<file path="config.mk">
export PLATFORM = sky130hd
export DESIGN_NAME = cpu_mc_flat
export DESIGN_NICKNAME = d
export VERILOG_FILES = /design/src/rtl/cpu_mc_if.sv /design/src/rtl/cpu_mc.sv /design/src/flat_wrapper.sv
export SDC_FILE = /design/constraint.sdc
export NUM_CORES = 2
export LEC_CHECK = 0
export CORE_ASPECT_RATIO = 2
export CORE_MARGIN = 4
export CORE_UTILIZATION = 45
export CTS_BUF_LIST = sky130_fd_sc_hd__clkbuf_8
export CTS_CLUSTER_DIAMETER = 200
export CTS_CLUSTER_SIZE = 8
export DETAILED_ROUTE_END_ITERATION = 12
export DONT_BUFFER_PORTS = 1
export HOLD_SLACK_MARGIN = 0.05
export PLACE_DENSITY = 0.74
export REMOVE_ABC_BUFFERS = 1
export SYNTH_ARGS = -nofsm -noshare
export SYNTH_HDL_FRONTEND = slang
export SYNTH_SLANG_ARGS = --single-unit
</file>
<file path="constraint.sdc">
create_clock -name clock -period 7.1 [get_ports clock]
set_input_delay 1.065 -clock clock [delete_from_list [all_inputs] [get_ports clock]]
set_output_delay 1.065 -clock clock [all_outputs]
set_load 0.02 [all_outputs]
</file>
<file path="src/rtl/cpu_mc_if.sv">
// Instruction and data memory request/ready ports of the multi-cycle core.
// The core drives requests through master; memory models connect through slave.
interface cpu_mc_if;
  logic        imem_req;
  logic [31:0] imem_addr;
  logic        imem_ready;
  logic [31:0] imem_rdata;
  logic        dmem_req;
  logic        dmem_we;
  logic [2:0]  dmem_op;
  logic [31:0] dmem_addr;
  logic [31:0] dmem_wdata;
  logic        dmem_ready;
  logic [31:0] dmem_rdata;

  modport master (
    output imem_req, imem_addr, dmem_req, dmem_we, dmem_op, dmem_addr, dmem_wdata,
    input  imem_ready, imem_rdata, dmem_ready, dmem_rdata
  );

  modport slave (
    input  imem_req, imem_addr, dmem_req, dmem_we, dmem_op, dmem_addr, dmem_wdata,
    output imem_ready, imem_rdata, dmem_ready, dmem_rdata
  );
endinterface

</file>
<file path="src/rtl/cpu_mc.sv">
// Multi-cycle RV32I core: FETCH -> EXEC -> (MEM) -> FETCH, sticky HALT on ebreak/illegal.
// Memory ports are variable-latency request/ready handshakes.
module cpu_mc #(
  parameter logic [31:0] RESET_PC = 32'h0000_0000,
  parameter int          CNT_W    = 32
) (
  input  logic             clock,
  input  logic             reset,
  cpu_mc_if.master         mem,
  output logic             halted,
  output logic [31:0]      dbgdata,
  output logic [CNT_W-1:0] instret
);

  typedef enum logic [1:0] {FETCH, EXEC, MEM, HALT} state_t;

  localparam logic [6:0] OP_LUI    = 7'b0110111;
  localparam logic [6:0] OP_AUIPC  = 7'b0010111;
  localparam logic [6:0] OP_JAL    = 7'b1101111;
  localparam logic [6:0] OP_JALR   = 7'b1100111;
  localparam logic [6:0] OP_BRANCH = 7'b1100011;
  localparam logic [6:0] OP_LOAD   = 7'b0000011;
  localparam logic [6:0] OP_STORE  = 7'b0100011;
  localparam logic [6:0] OP_OPIMM  = 7'b0010011;
  localparam logic [6:0] OP_OP     = 7'b0110011;
  localparam logic [6:0] OP_FENCE  = 7'b0001111;
  localparam logic [6:0] OP_SYSTEM = 7'b1110011;
  localparam logic [31:0] EBREAK   = 32'h0010_0073;
  localparam logic [CNT_W-1:0] CNT_ONE = CNT_W'(1);

  state_t      state;
  logic [31:0] pc, ir;
  logic [31:0] rf [32];

  logic [6:0]  opcode;
  logic [4:0]  rd, rs1, rs2;
  logic [2:0]  funct3;
  logic [31:0] imm_i, imm_s, imm_b, imm_u, imm_j;
  logic [31:0] rs1v, rs2v, alu_b, alu_y, sra_y, wb_y, next_pc, pc_plus4;
  logic        is_ld, is_st, legal, halt_dec, writes_rd, take, rf_we;
  logic [31:0] rf_wd;

  assign opcode = ir[6:0];
  assign rd     = ir[11:7];
  assign funct3 = ir[14:12];
  assign rs1    = ir[19:15];
  assign rs2    = ir[24:20];

  assign imm_i = {{20{ir[31]}}, ir[31:20]};
  assign imm_s = {{20{ir[31]}}, ir[31:25], ir[11:7]};
  assign imm_b = {{19{ir[31]}}, ir[31], ir[7], ir[30:25], ir[11:8], 1'b0};
  assign imm_u = {ir[31:12], 12'b0};
  assign imm_j = {{11{ir[31]}}, ir[31], ir[19:12], ir[20], ir[30:21], 1'b0};

  assign rs1v     = (rs1 == 5'd0) ? 32'd0 : rf[rs1];
  assign rs2v     = (rs2 == 5'd0) ? 32'd0 : rf[rs2];
  assign pc_plus4 = pc + 32'd4;

  assign is_ld = (opcode == OP_LOAD);
  assign is_st = (opcode == OP_STORE);

  always_comb begin
    legal = 1'b0;
    case (opcode)
      OP_LUI, OP_AUIPC, OP_JAL, OP_JALR, OP_BRANCH, OP_LOAD,
      OP_STORE, OP_OPIMM, OP_OP, OP_FENCE, OP_SYSTEM: legal = 1'b1;
      default: legal = 1'b0;
    endcase
  end

  assign halt_dec  = !legal || (ir == EBREAK);
  assign writes_rd = (opcode == OP_LUI) || (opcode == OP_AUIPC) || (opcode == OP_JAL) ||
                     (opcode == OP_JALR) || (opcode == OP_OP) || (opcode == OP_OPIMM);

  // Kept as its own signal so the arithmetic shift stays in a signed context.
  assign alu_b = (opcode == OP_OP) ? rs2v : imm_i;
  assign sra_y = $signed(rs1v) >>> alu_b[4:0];

  always_comb begin
    alu_y = 32'd0;
    case (funct3)
      3'b000: alu_y = (opcode == OP_OP && ir[30]) ? rs1v - alu_b : rs1v + alu_b;
      3'b001: alu_y = rs1v << alu_b[4:0];
      3'b010: alu_y = {31'b0, $signed(rs1v) < $signed(alu_b)};
      3'b011: alu_y = {31'b0, rs1v < alu_b};
      3'b100: alu_y = rs1v ^ alu_b;
      3'b101: alu_y = ir[30] ? sra_y : (rs1v >> alu_b[4:0]);
      3'b110: alu_y = rs1v | alu_b;
      3'b111: alu_y = rs1v & alu_b;
      default: alu_y = 32'd0;
    endcase
  end

  always_comb begin
    take = 1'b0;
    case (funct3)
      3'b000: take = (rs1v == rs2v);
      3'b001: take = (rs1v != rs2v);
      3'b100: take = $signed(rs1v) <  $signed(rs2v);
      3'b101: take = $signed(rs1v) >= $signed(rs2v);
      3'b110: take = rs1v <  rs2v;
      3'b111: take = rs1v >= rs2v;
      default: take = 1'b0;
    endcase
  end

  always_comb begin
    next_pc = pc_plus4;
    if (opcode == OP_JAL)                 next_pc = pc + imm_j;
    else if (opcode == OP_JALR)           next_pc = (rs1v + imm_i) & ~32'd1;
    else if (opcode == OP_BRANCH && take) next_pc = pc + imm_b;
  end

  always_comb begin
    case (opcode)
      OP_LUI:           wb_y = imm_u;
      OP_AUIPC:         wb_y = pc + imm_u;
      OP_JAL, OP_JALR:  wb_y = pc_plus4;
      default:          wb_y = alu_y;
    endcase
  end

  // Requests are gated by reset so an in-flight access drops immediately.
  assign mem.imem_req   = reset && (state == FETCH);
  assign mem.imem_addr  = pc;
  assign mem.dmem_req   = reset && (state == MEM);
  assign mem.dmem_we    = is_st;
  assign mem.dmem_op    = funct3;
  assign mem.dmem_addr  = rs1v + (is_st ? imm_s : imm_i);
  assign mem.dmem_wdata = rs2v;
  assign dbgdata        = pc;

  assign rf_we = (rd != 5'd0) &&
                 (((state == EXEC) && !halt_dec && !is_ld && !is_st && writes_rd) ||
                  ((state == MEM) && mem.dmem_ready && is_ld));
  assign rf_wd = (state == MEM) ? mem.dmem_rdata : wb_y;

  always_ff @(posedge clock) begin
    if (rf_we) rf[rd] <= rf_wd;
  end

  always_ff @(posedge clock or negedge reset) begin
    if (!reset) begin
      state   <= FETCH;
      pc      <= RESET_PC;
      ir      <= 32'd0;
      instret <= '0;
      halted  <= 1'b0;
    end else begin
      case (state)
        FETCH: if (mem.imem_ready) begin
          ir    <= mem.imem_rdata;
          state <= EXEC;
        end
        EXEC: begin
          if (halt_dec) begin
            state  <= HALT;
            halted <= 1'b1;
          end else if (is_ld || is_st) begin
            state <= MEM;
          end else begin
            pc      <= next_pc;
            instret <= instret + CNT_ONE;
            state   <= FETCH;
          end
        end
        MEM: if (mem.dmem_ready) begin
          pc      <= pc_plus4;
          instret <= instret + CNT_ONE;
          state   <= FETCH;
        end
        HALT: state <= HALT;
      endcase
    end
  end

endmodule

</file>
<file path="src/flat_wrapper.sv">
// flat-port wrapper written by rule: the top's interface ports become plain ports
module cpu_mc_flat 
#(
  parameter logic [31:0] RESET_PC = 32'h0000_0000,
  parameter int          CNT_W    = 32
)
  (clock, reset, halted, dbgdata, instret, mem_imem_req, mem_imem_addr, mem_dmem_req, mem_dmem_we, mem_dmem_op, mem_dmem_addr, mem_dmem_wdata, mem_imem_ready, mem_imem_rdata, mem_dmem_ready, mem_dmem_rdata);
  cpu_mc_if mem_i ();
  input  logic clock;
  input  logic reset;
  output logic halted;
  output logic [31:0] dbgdata;
  output logic [CNT_W-1:0] instret;
  output wire logic [$bits(mem_i.imem_req)-1:0] mem_imem_req;
  output wire logic [$bits(mem_i.imem_addr)-1:0] mem_imem_addr;
  output wire logic [$bits(mem_i.dmem_req)-1:0] mem_dmem_req;
  output wire logic [$bits(mem_i.dmem_we)-1:0] mem_dmem_we;
  output wire logic [$bits(mem_i.dmem_op)-1:0] mem_dmem_op;
  output wire logic [$bits(mem_i.dmem_addr)-1:0] mem_dmem_addr;
  output wire logic [$bits(mem_i.dmem_wdata)-1:0] mem_dmem_wdata;
  input wire logic [$bits(mem_i.imem_ready)-1:0] mem_imem_ready;
  input wire logic [$bits(mem_i.imem_rdata)-1:0] mem_imem_rdata;
  input wire logic [$bits(mem_i.dmem_ready)-1:0] mem_dmem_ready;
  input wire logic [$bits(mem_i.dmem_rdata)-1:0] mem_dmem_rdata;
  assign mem_imem_req = mem_i.imem_req;
  assign mem_imem_addr = mem_i.imem_addr;
  assign mem_dmem_req = mem_i.dmem_req;
  assign mem_dmem_we = mem_i.dmem_we;
  assign mem_dmem_op = mem_i.dmem_op;
  assign mem_dmem_addr = mem_i.dmem_addr;
  assign mem_dmem_wdata = mem_i.dmem_wdata;
  assign mem_i.imem_ready = mem_imem_ready;
  assign mem_i.imem_rdata = mem_imem_rdata;
  assign mem_i.dmem_ready = mem_dmem_ready;
  assign mem_i.dmem_rdata = mem_dmem_rdata;
  cpu_mc #(.RESET_PC(RESET_PC), .CNT_W(CNT_W)) u_core (.clock(clock), .reset(reset), .mem(mem_i), .halted(halted), .dbgdata(dbgdata), .instret(instret));
endmodule
</file>
Word-level counts from Yosys, hierarchy flattened. Memories as Yosys holds them, arrays and structs flattened. Cells that the tools add are included.

$add $sub $neg: 9. Order comparisons: 6. Eq/ne operators: 28. Shifts and indexed selects: 3. Mux-type cells: 29. Bitwise operators: 3. Reductions and logical operators: 35.

Operators with widths (number): $mux 32 (15); $pmux 32 s8 (1); $add 32x32->32 (6); $lt 32x32->1 (4); $pmux 32 s2 (2); $pmux 32 s3 (1); $ge 32x32->1 (2); $add 32x1->32 const B (1); $add 32x3->32 const B (1); $and 32x32->32 (1); $eq 32x21->1 const B (1); $eq 32x32->1 (1); $ne 32x32->1 (1); $or 32x32->32 (1); $shl 32x5->32 (1); $shr 32x5->32 (1); $sshr 32x5->32 (1); $sub 32x32->32 (1); $xor 32x32->32 (1); $eq 7x7->1 const B (4); $eq 7x6->1 const B (3); $eq 7x5->1 const B (2); $eq 3x3->1 const B (4); $logic_and 1x1->1 (11); other kinds (23) (46).

Register bits after elaboration: 99. Bits in writable memories: 1024. Input bits: 68. Word-level logic and storage cells: 119. Memories: 1.

Memories: u_core.rf (words 32, bits a word 32, rd ports 2, clocked after Yosys merged registers in 0, write ports 1, line cpu_mc.sv:33) `logic [31:0] rf [32];`.

Longest topological paths before layout.
Depth in word-level cells: 14. Gate-level depth with buffers: 28.

Least setup slack after synthesis. Ideal clock, no wire load.

Path kind: register to register. Start point: register u_core.ir[20]. End point: memory u_core.rf[0][27] (data pin). Library setup time: 479 ps. Data arrival time: 6802 ps. Slack: -181 ps. Stages on the path, launching flop included: 27. Buffers on the path: 8. Cell sequence: dfrtp_1 buf_6 buf_12 buf_4 buf_4 buf_2 clkbuf_1 buf_2 buf_2 mux4_2 mux2i_1 nor2_1 a21oi_1 o22a_1 inv_1 o21ai_0 inv_1 ha_1 or2_2 a2111oi_0 and2_1 o21ai_0 a311oi_1 o31ai_1 xnor2_1 nand2_1 a221oi_1.

Word-level cells in the longest chain between the ends: 8.

Ends and longest elaborated chain: start: declaration (line cpu_mc.sv:32) `logic [31:0] pc, ir;`; start signal: assignment (line cpu_mc.sv:152) `ir <= mem.imem_rdata;`; $mem_v2 32x32 / $logic_not 5->1 (equally long branches); $mux 32 * (line cpu_mc.sv:56) `assign rs2v = (rs2 == 5'd0) ? 32'd0 : rf[rs2];`; net mem_dmem_wdata[12] (line flat_wrapper.sv:20) `output wire logic [$bits(mem_i.dmem_wdata)-1:0] mem_dmem_wdata;`; $mux 32 * (line cpu_mc.sv:76) `assign alu_b = (opcode == OP_OP) ? rs2v : imm_i;`; $add 32x32->32 / $sub 32x32->32 (equally long branches) (line cpu_mc.sv:82) `3'b000: alu_y = (opcode == OP_OP && ir[30]) ? rs1v - alu_b : rs1v + alu_b;`; $mux 32 * (line cpu_mc.sv:82); $pmux 32 s8 * (line cpu_mc.sv:81) `case (funct3)`; $pmux 32 s3 * (line cpu_mc.sv:115) `case (opcode)`; $mux 32 * (line cpu_mc.sv:136) `assign rf_wd = (state == MEM) ? mem.dmem_rdata : wb_y;`; net u_core.rf_wd[27] (line cpu_mc.sv:41) `logic [31:0] rf_wd;`; end: declaration (line cpu_mc.sv:33).

Mark *: on every way through the listed nets, which the timed path passes. The rest lies on a longest branch.

Final worst setup path.
Start point: register u_core.ir[21]. End point: memory u_core.rf[15][23] (data pin).

Word-level cells in the longest chain between the ends: 8.

Ends and longest elaborated chain (line): $mem_v2 32x32 / $logic_not 5->1 (equally long branches); $mux 32 (cpu_mc.sv:56); $mux 32 (cpu_mc.sv:76); $add 32x32->32, or another cell as far along (cpu_mc.sv:82); $mux 32, on equally long branches (cpu_mc.sv:82, cpu_mc.sv:87); $pmux 32 s8 (cpu_mc.sv:81); $pmux 32 s3 * (cpu_mc.sv:115); $mux 32 * (cpu_mc.sv:136); net u_core.rf_wd[23] (cpu_mc.sv:41).

Marks and branches as above.

==> out/results.tsv <==
metric	value	unit
Synth area leaders	edfxtp_1, mux4_2, mux2i_1	
Cell Area, Placed	76400	um2
Synth top area share	44.1	%
Reg area	33200	um2
dominant synthesized flop cell	edfxtp_1	
site row count	204	
leakage	28.4	nW
Final Cycle Share	101	%
die footprint	162000	um2
Crit. End Element	flip-flop	
Worst-path clk slew	0.11	ns
outcome	finished, violations left	
vias in the first global route	60500	
EDFF count, synth	1024	
H-tree levels	4	
failing checks	max-capacitance violations, max-slew violations, negative setup slack	
Remaining Overflow, GRT	0	
Hold Violations, Final	0	
r2r startpoint	u_core.ir[21]$_DFFE_PN0P_	
fill count	13100	
crit start category	flip-flop	
Root Driver	clkbuf_8	
crit path buf inv count	6	
VDD IR max	0.000132	V
PortBufs	0	
# DRC	0	
RD Place Congestion	1.11	
synth unique cells	112	
top fanout value on the critical path	32	
Worst Tran Pin Value	1.56	ns
TritonCTS buffer count	166	
Area growth, synth to finish	14.4	%
CP dominant cell by count	buf_12	
final setup vio count	32	
Worst EP required	7.82	ns
via count	60600	
vias per std cell	7.26	
area of the multi-input gates	34600	um2
Highest Clock Rate	140	MHz
Fin Setup TNS	-0.871	ns
GRT Overall Usage	43.3	%
worst reg2reg endpoint	u_core.rf[15][23]$_DFFE_PP_	
routed wire length	356000	um
Final min period	7.14	ns
final worst slack	-0.0382	ns
DIE WIDTH	286	um
pins over their slew limit	4	
share of cells above drive strength 1	23.3	%
cell family with most CP delay	compound AO/OA/AOI/OAI gates	
nets@finish	6497	
largest net degree at the start of global routing	99	
top cell type by total area after synthesis	edfxtp_1	
I/O pins	235	
syn_area_per_cell	12.0	um2
core area	154000	um2
reg2reg setup slack	-0.04	ns
Yosys warnings	0	
worst rel slew slack	-4.91	%
pwr/cell area	242	nW/um2
antenna violations before repair	39	
clk_lat worst skew	0.94	ns
CP max stage delay	0.65	ns
DR WL/cell	42.6	um
CTS tree	done	
Hold WS	0.0992	ns
ys async rst share	8.73	%
CP Class	reg2reg	
initial core utilization	45.3	%
r2r worst-path depth	22	
DP HPWL	252000	um
#FFs+latches synth	1122	
Final Cell Area	79800	um2
post-synthesis sequential area ratio	47.6	%
pre-CTS setup slack	-0.446	ns
Mapped Cells	5808	
Hold Crit Class	in2async	
most common cell in the netlist	edfxtp_1	
post-placement cell count	8060	
Die Y	565	um
clk sinks	1122	
1st-pass router iterations	7	
Final ANT Viol Nets	0	
Final Non-Filler Cells	8346	
Post-Syn Area	69800	um2
global-route wire length before repair	482000	um
clock skew	0.110	ns
Longest Clk Path Bufs	4	
CP Cell Sequence	buf_12 > buf_12 > nand2b_1 > a211oi_1 > o311ai_1 > o22ai_4 > clkinv_1 > ha_1 > or2_2 > o221ai_1 > buf_4 > a21o_1 > and2_2 > o21ai_0 > buf_4 > a31oi_1 > o311ai_1 > o21ai_0 > xor2_2 > a221oi_1 > a21oi_2 > buf_12	
Slowest-stage cell, CP	dfrtp_4	
synth cell count leaders	edfxtp_1, mux2i_1, a21oi_1, nand2_1, mux4_2	
First DRT Iteration DRCs	8432	
Critical Path AT	7.85	ns
maxcap violations	3	
RSZ-0062 raised after global routing	no	
-- metal layers --
metal	vias to the layer above	GRT usage (%)	share of wire, %	wire length (um)
met5	-	0.685	0.016	58
met4	8	50.5	15	54500
met3	2392	16.2	12	41700
met2	5534	69.2	46	165000
met1	29200	38.9	27	94800
li1	23500	-	-	-
-- registers in the layout, indices dropped and copies added (netlist names) --
| signal | count |
|---|---|
| u_core.ir | 32 |
| u_core.dbgdata | 31 |
| u_core.state | 2 |
| u_core.instret | 32 |
| u_core.halted | 1 |
| u_core.rf | 1024 |
-- placed cells by master, fill, tap and decap left out, drive strengths merged, types with 73 or more instances in the layout --
cell and count:
nor2 324, xor2 81, buf 636, nand2 386, mux4 350, inv 220
o22ai 138, mux2i 471, ha 220, a22oi 89, a21oi 401, nor3 91
a21o 73, xnor2 134, edfxtp 1024, clkbuf 169, nand3 126, mux2 88
dfrtp 98, o21ai 293
-- cell type report --
type,count,share of cell area [%]
Inverter,189,0.897
Timing Repair Buffer,638,7.56
Multi-Input combinational cell,4085,43.4
Sequential cell,1122,41.7
Tap cell,2060,3.23
Clock buffer,167,2.88
Antenna cell,45,0.141
Clock inverter,40,0.235
-- through the flow --
stage | utilization (%) | total power, mW
2_1_floorplan | - | 11.7
3_3_place_gp | 49.6 | 14.3
3_5_place_dp | 49.6 | 14.3
4_1_cts | 51.3 | 18.9
5_1_grt | 51.7 | 19.8
6_report | 51.8 | 19.3
-- what timing repair did --
action	CTS	global route
gates cloned	0	1
gates resized for setup	16	54
hold buffers	1	0
pin swaps	0	8
endpoints found under the hold margin	98	0
buffers inserted	6	19
setup endpoints to repair	164	398
-- power by group --
| part | switching (mW) | internal [mW] | total (mW) |
|---|---|---|---|
| sequential | 0.324 | 7.59 | 7.92 |
| clock | 2.52 | 2.12 | 4.64 |
| combinational | 4.46 | 2.30 | 6.76 |
| total | 7.30 | 12.0 | 19.3 |
-- logic make-up (layout without fill, tap and decap cells) --
family / Yosys count / count (layout) / share of synthesized area [%]
multiplexers: 909 / 909 / 19.5
adder cells (fa/ha/maj): 227 / 227 / 4.15
AO/OA/AOI/OAI: 1457 / 1457 / 13.5
flip-flops: 1122 / 1122 / 47.6
AND/OR/NAND/NOR: 1243 / 1243 / 8.44
buffers and inverters: 634 / 1034 / 4.11
other: 1 / 79 / 0.00537
XOR/XNOR: 215 / 215 / 2.70
-- worst max path at each step --
stage | cells past startpoint | slack, ns | from | endpoint
global route | 18 | 0.001 | u_core.ir[17]$_DFFE_PN0P_ | mem_dmem_addr[29]
detailed placement | 24 | -0.45 | u_core.ir[20]$_DFFE_PN0P_ | u_core.rf[7][23]$_DFFE_PP_
global placement | 24 | -0.52 | u_core.ir[20]$_DFFE_PN0P_ | u_core.rf[4][23]$_DFFE_PP_
floorplan | 13 | -14.96 | u_core.ir[16]$_DFFE_PN0P_ | u_core.rf[0][27]$_DFFE_PP_
finish | 22 | -0.04 | u_core.ir[21]$_DFFE_PN0P_ | u_core.rf[15][23]$_DFFE_PP_
CTS | 21 | 0.03 | u_core.ir[17]$_DFFE_PN0P_ | mem_dmem_addr[29]
Note: power is estimated with default switching activity, not from simulation.
